<file path="config.mk">
export PLATFORM = sky130hd
export DESIGN_NAME = instruction_fetch_unit
export DESIGN_NICKNAME = d
export VERILOG_FILES = /design/src/rtl/fetch_pkg.sv /design/src/rtl/fetch_skid_fifo.sv /design/src/rtl/instruction_fetch_unit.sv
export SDC_FILE = /design/constraint.sdc
export NUM_CORES = 1
export LEC_CHECK = 0
export ABC_AREA = 1
export BUFFER_PORTS_ARGS = -buffer_cell sky130_fd_sc_hd__buf_2
export CAP_MARGIN = 20
export CORE_ASPECT_RATIO = 0.9
export CORE_UTILIZATION = 45
export CTS_CLUSTER_DIAMETER = 120
export DETAILED_ROUTE_END_ITERATION = 8
export PLACE_DENSITY = 0.67
export SYNTH_ARGS = -nofsm -noshare
export SYNTH_HDL_FRONTEND = slang
export SYNTH_SLANG_ARGS = --single-unit
</file>
<file path="constraint.sdc">
create_clock -name clock -period 6.9 [get_ports clock]
set_input_delay 0.345 -clock clock [delete_from_list [all_inputs] [get_ports clock]]
set_output_delay 0.345 -clock clock [all_outputs]
set_load 0.1 [all_outputs]
</file>
<file path="src/rtl/fetch_pkg.sv">
// Shared widths, reset default and the buffered fetch entry type for the
// instruction fetch unit and its response FIFO.
package fetch_pkg;

  localparam int XLEN    = 32;
  localparam int INSTR_W = 32;

  localparam logic [XLEN-1:0] DEFAULT_RESET_PC = 32'h0000_0000;

  typedef struct packed {
    logic [INSTR_W-1:0] instr;
    logic [XLEN-1:0]    pc;
  } fetch_entry_t;

  // The instruction memory is word addressed; the byte offset is dropped.
  function automatic logic [XLEN-1:0] word_address(input logic [XLEN-1:0] byte_pc);
    return {2'b00, byte_pc[XLEN-1:2]};
  endfunction

endpackage

</file>
<file path="src/rtl/fetch_skid_fifo.sv">
// Small circular response buffer between instruction memory and decode.
// flush empties it in one cycle; stored entries are left in place.
module fetch_skid_fifo
  import fetch_pkg::*;
#(
  parameter int  DEPTH   = 2,
  parameter type entry_t = fetch_entry_t,
  parameter int  CW      = $clog2(DEPTH + 1)
) (
  input  logic          clk,
  input  logic          rst_n,
  input  logic          push,
  input  entry_t        pushData,
  input  logic          pop,
  input  logic          flush,
  output logic [CW-1:0] count,
  output entry_t        headData
);

  localparam int PW = (DEPTH > 1) ? $clog2(DEPTH) : 1;

  entry_t          mem_q [DEPTH];
  logic [PW-1:0]   wr_ptr_q, wr_ptr_d;
  logic [PW-1:0]   rd_ptr_q, rd_ptr_d;
  logic [CW-1:0]   count_q,  count_d;
  logic            do_push, do_pop;

  assign do_push = push && !flush;
  assign do_pop  = pop && !flush && (count_q != '0);

  always_comb begin
    wr_ptr_d = wr_ptr_q;
    rd_ptr_d = rd_ptr_q;
    count_d  = count_q;
    if (flush) begin
      wr_ptr_d = '0;
      rd_ptr_d = '0;
      count_d  = '0;
    end else begin
      if (do_push) wr_ptr_d = (wr_ptr_q == PW'(DEPTH - 1)) ? '0 : wr_ptr_q + 1'b1;
      if (do_pop)  rd_ptr_d = (rd_ptr_q == PW'(DEPTH - 1)) ? '0 : rd_ptr_q + 1'b1;
      case ({do_push, do_pop})
        2'b10:   count_d = count_q + 1'b1;
        2'b01:   count_d = count_q - 1'b1;
        default: count_d = count_q;
      endcase
    end
  end

  always_ff @(posedge clk or negedge rst_n) begin
    if (!rst_n) begin
      wr_ptr_q <= '0;
      rd_ptr_q <= '0;
      count_q  <= '0;
      for (int i = 0; i < DEPTH; i++) mem_q[i] <= '0;
    end else begin
      wr_ptr_q <= wr_ptr_d;
      rd_ptr_q <= rd_ptr_d;
      count_q  <= count_d;
      if (do_push) mem_q[wr_ptr_q] <= pushData;
    end
  end

  assign count    = count_q;
  assign headData = mem_q[rd_ptr_q];

`ifndef SYNTHESIS
  // The issuer only fetches when a slot is guaranteed, so a push into a full buffer is a bug.
  a_no_overflow: assert property (@(posedge clk) disable iff (!rst_n)
    !(push && !flush && !pop && (count_q == CW'(DEPTH))));
`endif

endmodule

</file>
<file path="src/rtl/instruction_fetch_unit.sv">
// Program counter, one-deep in-flight tracking and redirect handling in front
// of a 1-cycle synchronous instruction memory; results go to decode via a FIFO.
module instruction_fetch_unit
  import fetch_pkg::*;
#(
  parameter logic [XLEN-1:0] RESET_PC   = DEFAULT_RESET_PC,
  parameter int              FIFO_DEPTH = 2
) (
  input  logic               clock,
  input  logic               reset,
  output logic [XLEN-1:0]    instructionAddress,
  input  logic [INSTR_W-1:0] instruction,
  input  logic               redirectValid,
  input  logic [XLEN-1:0]    redirectTarget,
  input  logic               decodeReady,
  output logic               fetchValid,
  output logic [INSTR_W-1:0] fetchInstruction,
  output logic [XLEN-1:0]    fetchPc
);

  localparam int CW = $clog2(FIFO_DEPTH + 1);

  logic [XLEN-1:0] pc_q, pc_d;
  logic [XLEN-1:0] pc_in_flight_q, pc_in_flight_d;
  logic            in_flight_q, in_flight_d;

  logic [CW-1:0]   fifo_count;
  logic [CW:0]     occupancy;
  fetch_entry_t    push_data;
  fetch_entry_t    head_data;
  logic            push, pop, issue;
  logic [1:0]      unused_target_bits;

  assign unused_target_bits = redirectTarget[1:0];

  assign fetchValid = (fifo_count != '0) && !redirectValid;
  assign pop        = fetchValid && decodeReady;
  assign push       = in_flight_q && !redirectValid;

  // Slots already claimed after this cycle's pop; the in-flight read counts as one.
  assign occupancy = {1'b0, fifo_count} + (CW + 1)'(in_flight_q) - (CW + 1)'(pop);
  assign issue     = !redirectValid && (occupancy < (CW + 1)'(FIFO_DEPTH));

  always_comb begin
    pc_d           = pc_q;
    in_flight_d    = 1'b0;
    pc_in_flight_d = pc_in_flight_q;
    if (redirectValid) begin
      pc_d = {redirectTarget[XLEN-1:2], 2'b00};
    end else if (issue) begin
      pc_d           = pc_q + 32'd4;
      in_flight_d    = 1'b1;
      pc_in_flight_d = pc_q;
    end
  end

  always_ff @(posedge clock or negedge reset) begin
    if (!reset) begin
      pc_q           <= {RESET_PC[XLEN-1:2], 2'b00};
      pc_in_flight_q <= '0;
      in_flight_q    <= 1'b0;
    end else begin
      pc_q           <= pc_d;
      pc_in_flight_q <= pc_in_flight_d;
      in_flight_q    <= in_flight_d;
    end
  end

  assign push_data = '{instr: instruction, pc: pc_in_flight_q};

  fetch_skid_fifo #(
    .DEPTH   (FIFO_DEPTH),
    .entry_t (fetch_entry_t),
    .CW      (CW)
  ) u_fifo (
    .clk      (clock),
    .rst_n    (reset),
    .push     (push),
    .pushData (push_data),
    .pop      (pop),
    .flush    (redirectValid),
    .count    (fifo_count),
    .headData (head_data)
  );

  assign instructionAddress = word_address(pc_q);
  assign fetchInstruction   = head_data.instr;
  assign fetchPc            = head_data.pc;

endmodule

</file>
# Yosys cells after proc, flatten, opt, wreduce, memory -nomap -nowiden
# Cells that the tools add are included.
[op_classes]
n_addsub = 7
n_lt_le_gt_ge = 4
eq_ne = 2
mux = 18
n_bitwise = 3
n_reduce_logical = 15
[ops]
columns = ["operator", "count"]
rows = [
  ["$mux W64", 4],
  ["$bwmux W128", 1],
  ["$demux W64 S1", 1],
  ["$mux W32", 2],
  ["$add A32 B3 Y32 const B", 1],
  ["$logic_and A1 B1 Y1", 8],
  ["$mux W1", 8],
  ["$reduce_bool A2 Y1", 4],
  ["$ge A2 B2 Y1 const B", 2],
  ["$not A1 Y2", 2],
  ["$pmux W2 S2", 1],
  ["$add A2 B1 Y3", 1],
  ["$lt A3 B2 Y1 const B", 1],
  ["$reduce_bool A3 Y1", 1],
  ["$sub A3 B1 Y3", 1],
  ["$add A1 B1 Y1 const B", 2],
  ["$add A2 B1 Y2 const B", 1],
  ["$eq A2 B1 Y1 const B", 1],
  ["$eq A2 B2 Y1 const B", 1],
  ["$lt A2 B1 Y1 const B", 1],
  ["$mux W2", 1],
  ["$reduce_and A2 Y1", 1],
  ["$sub A2 B1 Y2 const B", 1],
  ["$logic_not A1 Y1", 1],
  ["$not A1 Y1", 1],
]
[word_totals]
register_bits = 197
inputBits = 68
wordCells = 59

# Depth between registers and ports, before layout
[logic_depth]
word_depth = 8
ltp_mapped = 13
mapped_depth_nobuf = 13

# Hierarchy
# Synthesis repeated with hierarchy kept, for this count alone.
[hier_totals]
hier_cells = 1037
hier_area_um2 = 9855.7
[by_module_without_submodules]
columns = ["module", "instances", "cells_each", "area_per_inst_um2", "seq_area_each_um2"]
rows = [
  ["fetch_skid_fifo", 1, 578, 6461.2, 3303.2],
  ["instruction_fetch_unit", 1, 459, 3394.5, 1526.5],
]

# Worst setup path before layout
# OpenSTA, ideal clock, no wires.
[synth_path]
kind = "register -> register"
start = "register u_fifo.count_q[1] (netlist: u_fifo.count[1])"
end = "register pc_q[19]"
setup_time_ns = 0.127
arrival_ns = 3.928
required_ns = 6.773
slack_ns = 2.846
path_stages_with_launch = 14
path_buffers = 1
path_cell_list = "dfrtp_1 nor2_1 nor2_1 nand2_1 inv_1 ha_1 or2_2 fa_1 xnor2_2 nand2_2 nand2_2 buf_6 o21ai_1 nand3b_1"
[synth_via]
elab_chain_cells = 7
elab_cells_between_ends = 8
[synth_lines]
columns = ["item", "line_no", "text"]
rows = [
  ["start: declaration", "fetch_skid_fifo.sv:25", "logic [CW-1:0] count_q, count_d;"],
  ["start signal: assignment", "fetch_skid_fifo.sv:59", "count_q <= count_d;"],
  ["$reduce_bool A2 Y1", "instruction_fetch_unit.sv:36", "assign fetchValid = (fifo_count != '0) && !redirectValid;"],
  ["$logic_and A1 B1 Y1", "instruction_fetch_unit.sv:36", ""],
  ["named net fetchValid", "instruction_fetch_unit.sv:16", "output logic fetchValid,"],
  ["$logic_and A1 B1 Y1", "instruction_fetch_unit.sv:37", "assign pop = fetchValid && decodeReady;"],
  ["$sub A3 B1 Y3", "instruction_fetch_unit.sv:41", "assign occupancy = {1'b0, fifo_count} + (CW + 1)'(in_flight_q) - (CW + 1)'(pop);"],
  ["$lt A3 B2 Y1", "instruction_fetch_unit.sv:42", "assign issue = !redirectValid && (occupancy < (CW + 1)'(FIFO_DEPTH));"],
  ["$logic_and A1 B1 Y1", "instruction_fetch_unit.sv:42", ""],
  ["$reduce_bool A2 Y1 (no source line)", "-", ""],
  ["end signal: assignment", "instruction_fetch_unit.sv:59", "pc_q <= {RESET_PC[XLEN-1:2], 2'b00};"],
  ["end signal: assignment", "instruction_fetch_unit.sv:63", "pc_q <= pc_d;"],
  ["end: declaration", "instruction_fetch_unit.sv:23", "logic [XLEN-1:0] pc_q, pc_d;"],
]
# The timed path passes the listed nets, and every way through them passes these cells.
# A chain may end at the register's enable or synchronous reset.

# Final worst setup path
[layout_path]
start = "register u_fifo.count_q[1] (netlist: u_fifo.count[1])"
end = "register pc_in_flight_q[26]"
[layout_via]
elab_chain_cells = 7
elab_cells_between_ends = 8
[layout_lines]
columns = ["item", "line_no", "text"]
rows = [
  ["branches (longest 3 deep; another with $add A2 B1 Y3)", "-", ""],
  ["$sub A3 B1 Y3 *", "instruction_fetch_unit.sv:41", ""],
  ["$lt A3 B2 Y1 *", "instruction_fetch_unit.sv:42", ""],
  ["$logic_and A1 B1 Y1 *", "instruction_fetch_unit.sv:42", ""],
  ["$reduce_and A2 Y1 (no source line) *", "-", ""],
  ["end signal: assignment", "instruction_fetch_unit.sv:64", "pc_in_flight_q <= pc_in_flight_d;"],
  ["end: declaration", "instruction_fetch_unit.sv:24", "logic [XLEN-1:0] pc_in_flight_q, pc_in_flight_d;"],
]
# Mark *: on every way between the ends.

==> flow_summary_export.csv <==
group,metric,value,unit
setup_path,cp-end-kind,"flip-flop",
yosys,synthesis.area,8710,µm²
sta,drv_slew,0,
detailed_routing,via_count,6827,
detailed_routing,drtPass1Iterations,5,
detailed_routing,final_antenna_net_count,0,
sta,finalCriticalPeriod,3.19,ns
clocking,cts.htree.levels,4,
sta,max_freq,313,MHz
yosys,postSynthCellCount,970,
floorplan,die-area,19900,µm²
sta,rsz0062_at_grt,"no",
clocking,cts_root_buffer,"clkbuf_16",
yosys,ys.warnings.count,0,
sta,tightest_slew,0.962,ns
grt,grt_pass1_wl,32300,µm
yosys,synthDistinctLibCells,35,
clocking,cts.clk_slew.worst_paths,0.07,ns
floorplan,coreArea,18700,µm²
floorplan,die_x,149,µm
yosys,async_flop_share,100,%
grt,grt_overflow,0,
finish,final_cell_mix,"nand2_1, dfrtp_1, buf_2",
yosys,synth_seq_cells,189,
sta,fin_skew,0.00853,ns
outcome,outcome,"completed",
yosys,ys_seq_area_share,54.3,%
clocking,cts_made_buffers,17,
finish,nNetsFinal,1174,
yosys,synth_top_area_share,54.3,%
clocking,cts_tree,"built",
floorplan,die_height,134,µm
setup_path,cp_max_fo,60,
detailed_routing,drc,0,
setup_path,required,7.20,ns
finish,antennaDiodeCount,0,
min_path,hp-class,"input pin to async pin",
clocking,cts_max_path_buffers,2,
setup_path,crit_arrival,3.49,ns
yosys,synth_edf_count,0,
sta,slew_headroom,35.9,%
place,hpwl,12800,µm
setup_path,crit_type,"flip-flop to flip-flop",
detailed_routing,wl_per_cell,14.5,µm
place,portBuffers,158,
finish,synthToLayoutAreaGrowth,17.8,%
yosys,synth_area_leader_cell,"dfrtp_1",
clocking,clk-insertion-delay-late,0.43,ns
place,gp_congestion,0.856,
grt,grt_pass1_vias,6414,
sta,fin_crit_sh,46.3,%
clocking,post_cts_buffers,0,
detailed_routing,drtIter0Drc,321,
sta,finalSetupTns,0,ns
grt,grt_max_degree,113,
clocking,hold_buffers,0,
sta,final-setup-viol-count,0,
finish,drive_above_1_share,24.6,%
yosys,ys.flop_type,"dfrtp_1",
detailed_routing,viasPerCell,5.02,
yosys,synth_area_leaders,"dfrtp_1, nand2_1, o21ai_0",
yosys,syn_avg_cell_area,8.98,µm²
clocking,clkSinkCount,189,
finish,final_util,54.9,%
run,maxCapViolCount,0,
clocking,cts.repair.resized,0,
detailed_routing,wirelength,19700,µm
sta,finalHoldViolations,0,
floorplan,ios,165,
grt,antenna_found_initial,0,
finish,fillers,1726,
grt,grt_usage,20.6,%
finish,mostFrequentLayoutCell,"nand2_1",
floorplan,start_util,46.6,%
setup_path,start_kind,"flip-flop",
floorplan,fp-row-count,47,
path summary, 6_finish.rpt:
check	from	endpoint	slack, ns	cells after the start
worst max register to register	u_fifo.count[1]	pc_in_flight_q[26]	3.71	12
min in group clock	redirectTarget[17]	pc_q[17]	0.14	3
max in group asynchronous	reset	u_fifo.rd_ptr_q	5.33	2
worst min register to register	u_fifo.mem_q[87]	u_fifo.mem_q[87]	0.48	2
worst min-delay path	reset	u_fifo.mem_q[62]	0.04	1
worst max-delay path	u_fifo.count[1]	pc_in_flight_q[26]	3.71	12
worst max-delay path, cell delays in order (launching register included):
cell	delay, ns
dfrtp_1	0.48
nor2_1	0.15
nor2_1	0.06
nand2_1	0.17
inv_1	0.09
ha_1	0.26
or2_2	0.30
fa_1	0.40
xnor2_2	0.18
nand3_2	0.10
buf_4	0.50
nor2_1	0.16
o21bai_1	0.19
cell usage after synthesis, types with 7 or more instances:
cell	number
clkbuf_1	18
o211ai_1	8
mux2_2	62
dfrtp_1	189
nand4_1	7
inv_1	112
nand2_1	234
o21ai_1	12
a21oi_1	7
nor2_1	41
nand3_1	49
o21ai_0	152
nand3b_1	7
buf_2	27
per-layer routing:
metal  up-vias  wire [µm]  GRT usage, %
met1      3189       9690          30.9
li1       3393          -             -
met5         -          0             0
met3        19       1320          4.39
met4         0        255          5.96
met2       226       8450          29.8
sequential cells by signal, indices dropped and copies added, names as in the netlist:
register,flops
u_fifo.mem_q,124
pc_in_flight_q,30
pc_q,30
u_fifo.count,2
in_flight_q,1
u_fifo.rd_ptr_q,1
u_fifo.wr_ptr_q,1
through the flow:
stage          hold slack [ns]  cell area, µm²  cells  setup slack, ns
3_5_place_dp             0.467            9630   1329             3.41
6_report                0.0444           10300   1361             3.71
2_1_floorplan           0.0494            8720    973             2.85
5_1_grt                  0.114           10300   1361             3.45
3_3_place_gp             0.460            9630   1329             3.48
4_1_cts                 0.0833           10300   1361             3.68
cell families after synthesis:
| logic type | synth area share, % |
|---|---|
| buf+inv | 7.93 |
| mux | 8.01 |
| fa+ha+maj | 0.517 |
| xor+xnor | 0.890 |
| compound gates | 11.3 |
| other cells | 0.0430 |
| flops | 54.3 |
| simple gates | 17.0 |
area by class of cell:
type | instances | area [µm²] | share of cell area, %
Clock buffer | 19 | 453 | 4.41
Multi-Input combinational cell | 617 | 3320 | 32.3
Tap cell | 245 | 307 | 2.99
Inverter | 115 | 432 | 4.21
Timing Repair Buffer | 163 | 837 | 8.16
Sequential cell | 189 | 4730 | 46.1
Clock inverter | 13 | 185 | 1.80
Power is not shown: default switching activity piles up to over one toggle a cycle in this logic, so the estimate is an artifact.
